[config.mk]
export PLATFORM = sky130hd
export DESIGN_NAME = comp_wta_seq
export DESIGN_NICKNAME = d
export VERILOG_FILES = /design/src/rtl/comp_wta_pkg.sv /design/src/rtl/comp_upd.sv /design/src/rtl/comp_wta_seq.sv
export SDC_FILE = /design/constraint.sdc
export NUM_CORES = 1
export LEC_CHECK = 0
export ABC_CLOCK_PERIOD_IN_PS = 6000
export CAP_MARGIN = 15
export CORE_MARGIN = 5
export CORE_UTILIZATION = 50
export CTS_CLUSTER_SIZE = 24
export DETAILED_ROUTE_END_ITERATION = 8
export GPL_TIMING_DRIVEN = 0
export PLACE_DENSITY = 0.89
export SYNTH_ARGS = -nofsm -noshare
export SYNTH_HDL_FRONTEND = slang
export SYNTH_SLANG_ARGS = --single-unit
[constraint.sdc]
create_clock -name i_clk -period 6 [get_ports i_clk]
set_input_delay 0.9 -clock i_clk [delete_from_list [all_inputs] [get_ports i_clk]]
set_output_delay 0.9 -clock i_clk [all_outputs]
set_load 0.005 [all_outputs]
[src/rtl/comp_wta_pkg.sv]
// Shared types and helpers for the sequential winner-take-all comparator.
package comp_wta_pkg;

  typedef enum logic [1:0] {
    S_IDLE = 2'd0,
    S_SCAN = 2'd1,
    S_DONE = 2'd2
  } state_t;

  // Smallest r with 2**r >= v; used to size the channel counter.
  function automatic int unsigned clog2(input int unsigned v);
    int unsigned r;
    r = 0;
    for (int unsigned i = 0; i < 32; i++) begin
      if ((64'd1 << i) < 64'(v)) r = i + 1;
    end
    return r;
  endfunction

endpackage

[src/rtl/comp_upd.sv]
// Single-candidate running-best update: lowest index wins ties, zero never wins.
module comp_upd #(
  parameter int unsigned p_width = 19,
  parameter int unsigned p_iw    = 3
) (
  input  logic [p_width-1:0] cand,
  input  logic [p_width-1:0] best,
  input  logic               found,
  input  logic [p_width-1:0] thr,
  input  logic [p_iw-1:0]    cnt,
  input  logic [p_iw-1:0]    best_idx,
  output logic [p_width-1:0] nxt_best,
  output logic [p_iw-1:0]    nxt_idx,
  output logic               nxt_found
);

  logic take;

  always_comb begin
    take      = (cand >= thr) && ((cand > best) || !found) && (cand != '0);
    nxt_best  = take ? cand : best;
    nxt_idx   = take ? cnt  : best_idx;
    nxt_found = take | found;
  end

endmodule

[src/rtl/comp_wta_seq.sv]
// Sequential winner-take-all comparator: snapshots p_n channels on start,
// scans one channel per clock and registers the winner on the final edge.
module comp_wta_seq
  import comp_wta_pkg::*;
#(
  parameter  int unsigned p_width = 19,
  parameter  int unsigned p_n     = 8,
  localparam int unsigned p_iw    = clog2(p_n)
) (
  input  logic                   i_clk,
  input  logic                   i_rst_n,
  input  logic                   i_start,
  input  logic [p_n*p_width-1:0] i_data,
  input  logic [p_width-1:0]     i_thresh,
  output logic                   o_busy,
  output logic                   o_done,
  output logic                   o_valid,
  output logic [p_width-1:0]     o_result,
  output logic [p_n-1:0]         o_index,
  output logic [p_iw-1:0]        o_index_bin
);

  localparam logic [p_iw-1:0] last_cnt = p_iw'(p_n - 1);
  localparam logic [p_n-1:0]  one_lsb  = p_n'(1);

  state_t             state;
  logic [p_width-1:0] snap [p_n];
  logic [p_width-1:0] thr;
  logic [p_iw-1:0]    cnt;
  logic [p_width-1:0] best;
  logic [p_iw-1:0]    best_idx;
  logic               found;

  logic [p_width-1:0] cand;
  logic [p_width-1:0] upd_best;
  logic [p_iw-1:0]    upd_idx;
  logic               upd_found;

  assign cand = snap[cnt];

  // The same updater serves every scan edge, including the final merge of
  // channel p_n-1 into the registered outputs.
  comp_upd #(
    .p_width (p_width),
    .p_iw    (p_iw)
  ) u_upd (
    .cand      (cand),
    .best      (best),
    .found     (found),
    .thr       (thr),
    .cnt       (cnt),
    .best_idx  (best_idx),
    .nxt_best  (upd_best),
    .nxt_idx   (upd_idx),
    .nxt_found (upd_found)
  );

  always_ff @(posedge i_clk) begin
    if (!i_rst_n) begin
      state <= S_IDLE;
      for (int unsigned k = 0; k < p_n; k++) snap[k] <= '0;
      thr         <= '0;
      cnt         <= '0;
      best        <= '0;
      best_idx    <= '0;
      found       <= 1'b0;
      o_busy      <= 1'b0;
      o_done      <= 1'b0;
      o_valid     <= 1'b0;
      o_result    <= '0;
      o_index     <= '0;
      o_index_bin <= '0;
    end else begin
      o_done <= 1'b0;
      case (state)
        S_IDLE, S_DONE: begin
          if (i_start) begin
            for (int unsigned k = 0; k < p_n; k++) snap[k] <= i_data[k*p_width +: p_width];
            thr      <= i_thresh;
            cnt      <= '0;
            best     <= '0;
            best_idx <= '0;
            found    <= 1'b0;
            o_busy   <= 1'b1;
            state    <= S_SCAN;
          end
        end
        S_SCAN: begin
          best     <= upd_best;
          best_idx <= upd_idx;
          found    <= upd_found;
          if (cnt == last_cnt) begin
            o_result    <= upd_best;
            o_index_bin <= upd_idx;
            o_index     <= upd_found ? (one_lsb << upd_idx) : '0;
            o_valid     <= upd_found;
            o_done      <= 1'b1;
            o_busy      <= 1'b0;
            state       <= S_DONE;
          end else begin
            cnt <= cnt + p_iw'(1);
          end
        end
        default: state <= S_IDLE;
      endcase
    end
  end

endmodule

==> impl_metrics.tcl <==
set metrics [dict create \
    status "complete, no violations" \
    setup_ws_ns 0.3750 \
    clockBufferDepth 3 \
    vias 8705 \
    rsz0062_at_grt "no" \
    synth_nets 1129 \
    swShare 0.2603 \
    min_path_type "flip-flop to flip-flop" \
    finalNonFillerCells 1449 \
    worstHoldStart "thr[18]$_SDFFE_PN0P_" \
    yosys.cell_types.count 44 \
    skew_ns 0.01520 \
    fp.dieH_microns 159.2 \
    async_flop_share 0 \
    crit_required_ns 6.40 \
    slowest_stage "clkbuf_1" \
    fin_tns_setup_ns 0 \
    final_common_cell "clkdlybuf4s50_1" \
    root_buffer "clkbuf_16" \
    p_sw_mw 1.058 \
    critPathMaxStageDelay_ns 0.46 \
    worstRegToRegCells 17 \
    worstSkewPairLatency_ns 0.54 \
    worstPathArrival_ns 6.03 \
    cts_tree "done" \
    overflow 0 \
    via_per_inst 6.008 \
    clk_pin_slew_ns 0.06 \
    drv_slew 0 \
    drive_above_1_share 0.09837 \
    synthFlopType "edfxtp_1" \
    cts_setup_buffers 0 \
    antenna_found_initial 0 \
    drt-initial-drc-count 880 \
    clkPwrFrac 0.373 \
    wl_per_cell_microns 23.50 \
    dieWidth_microns 159.2 \
    yosysWarnings 0 \
    place_inst 1403 \
    synth_edf_count 152 \
    internal_power_mw 3.008 \
    start_util 0.5082 \
    cts_max_level 1 \
    dieArea_sq_mm 0.02534 \
    synthCells 915 \
    track_usage 0.2579 \
    setup_viol 0 \
    finalNetCount 1364 \
    hpwlAfterDp_mm 25.24 \
    ir_worst_vdd_v 0.0001875 \
    slew_headroom 0.5095 \
    grt_max_degree 70 \
    critPathCaptureType "flip-flop" \
    cts.sinks 235 \
    cap_violations 0 \
    synth_area_per_cell_sq_um 12.16 \
    ys_seq_elements 235 \
    coreArea_sq_mm 0.02189 \
    diodes 0 \
    grt_pass1_wl_mm 51.28 \
    postRouteWirelength_mm 34.06 \
    portBuffers 206 \
    firstDrtPassIters 5 \
    seq_power_share 0.465 \
    leakagePower_nw 5.679 \
    io_pins 207 \
    min_period_ns 5.625 \
    r2r-end "o_result[4]$_SDFFE_PN0P_" \
    ant_nets 0 \
    r2r_setup_slack_ns 0.37 \
    synth_area_sq_mm 0.01113 \
    p_per_area_mw_per_mm2 282.4 \
    layout_common_cells "206 x clkdlybuf4s50_1, 152 x edfxtp_1, 115 x and3_1" \
    worstSetupPathType "flip-flop to flip-flop" \
    cts_buffers 25 \
    combinationalPowerShare 0.162 \
    worst_slew_pin_slew_ns 0.7358 \
    final_util 0.6578 \
    route.detailed.drc 0 \
    min_period_over_period 0.9375 \
    place_congestion 0.9487 \
    holdPathEnd "thr[18]$_SDFFE_PN0P_" \
    start_kind "flip-flop" \
    grt_pass1_vias 9038 \
    area_growth_pct 29.43 \
    min_path_cells 2 \
    cp_cell_sequence "clkbuf_1 -> clkbuf_2 -> clkbuf_1 -> clkbuf_2 -> mux4_2 -> mux2_2 -> ha_1 -> nand4_1 -> o221ai_1 -> a211oi_1 -> o211ai_1 -> o31ai_1 -> a311oi_1 -> buf_2 -> buf_2 -> mux2i_1 -> o21ai_0" \
    max_freq_ghz 0.1778 \
    num_rows 54 \
    critPathMaxFanout 10 \
    hold_violations 0 \
    synth_seq_area_share 0.5596 \
    place_ws_ns 0.1613 \
]
-- worst max path at each step --
stage | to | startpoint
finish | o_result[4]$_SDFFE_PN0P_ | flip-flop
global route | o_result[4]$_SDFFE_PN0P_ | flip-flop
CTS | o_result[5]$_SDFFE_PN0P_ | flip-flop
detailed placement | o_result[4]$_SDFFE_PN0P_ | flip-flop
global placement | best[3]$_SDFFE_PN0P_ | i_start
floorplan | best[0]$_SDFFE_PN0P_ | i_start
-- metal layers --
layer  global-route usage  vias to the layer above  routed length (microns)
li1                     -                     3897                        -
met1               0.3208                     4208                    12530
met2               0.4538                      517                    17220
met3              0.04893                       83                     3116
met4              0.08530                        0                     1189
met5                    0                        -                        0
-- per-stage QoR --
step / total power [mW] / instance area (sq um) / hold slack (ns)
finish: 4.066 / 14400 / 0.4580
global route: 4.192 / 14400 / 0.4908
CTS: 4.059 / 14400 / 0.4578
detailed placement: 2.566 / 13600 / 0.4498
global placement: 2.550 / 13540 / 0.4439
floorplan: 2.285 / 11130 / 0.4363
-- worst max-delay path: cells and delay by family (launching register included) --
kind                     cells  cell delay (ns)
flip-flops                   1             0.32
multiplexers                 3             1.03
AND/OR/NAND/NOR              1             0.14
AO/OA/AOI/OAI                6             1.28
adder cells (fa/ha/maj)      1             0.30
buffers and inverters        6             2.39
-- final cells by class --
type,count,area [sq um]
repair buffers,208,2117
clock inverters,6,51.30
plain buffers,69,284.0
clock buffers,40,743.2
fillers,1663,7491
flip-flops and latches,235,6226
well taps,280,350.3
multi-input cells,571,4478
inverters,40,150.1
-- state kept, by name, summed over array words and instances (netlist names), 2 cells and up, named ones only --
| name | cells |
|---|---|
| best | 19 |
| best_idx | 3 |
| cnt | 3 |
| o_index | 8 |
| o_index_bin | 3 |
| o_result | 19 |
| snap | 152 |
| state | 2 |
| thr | 19 |
-- synthesized netlist by cell type, types with 6 or more instances --
cell | instances | area share
a211oi_1 | 11 | 0.0074
a21boi_0 | 18 | 0.012
a21oi_1 | 27 | 0.012
a22o_1 | 22 | 0.017
and2_1 | 40 | 0.022
and3_1 | 115 | 0.065
buf_2 | 10 | 0.0045
clkbuf_1 | 53 | 0.018
dfxtp_1 | 83 | 0.15
edfxtp_1 | 152 | 0.41
ha_1 | 40 | 0.045
inv_1 | 39 | 0.013
mux2_2 | 20 | 0.020
mux2i_1 | 27 | 0.024
mux4_2 | 38 | 0.077
nand2_1 | 50 | 0.017
nand3_1 | 31 | 0.014
nand4_1 | 9 | 0.0051
nor2_1 | 28 | 0.0094
nor2b_1 | 9 | 0.0051
nor3_1 | 12 | 0.0054
o21ai_0 | 30 | 0.013
o31ai_1 | 6 | 0.0040
-- kinds of logic (layout without fill, tap and decap cells) --
family | count (synthesis) | count (layout) | synth area share
AND/OR/NAND/NOR | 314 | 314 | 0.1563
AO/OA/AOI/OAI | 132 | 132 | 0.07906
flip-flops | 235 | 235 | 0.5596
multiplexers | 85 | 85 | 0.1215
buffers and inverters | 109 | 363 | 0.03857
adder cells (fa/ha/maj) | 40 | 40 | 0.04498
-- what timing repair did --
item	4_1_cts	5_1_grt
setup endpoints to repair	0	42
gates resized for setup	0	8
hold buffers	0	0
-- power groups by stage --
stage / clock (mW) / combinational, mW / sequential (mW)
finish: 1.52 / 0.660 / 1.89
global route: 1.59 / 0.710 / 1.89
CTS: 1.52 / 0.652 / 1.89
detailed placement: 0 / 0.646 / 1.92
global placement: 0 / 0.622 / 1.93
floorplan: 0 / 0.381 / 1.90
(Power assumes the default switching activity.)
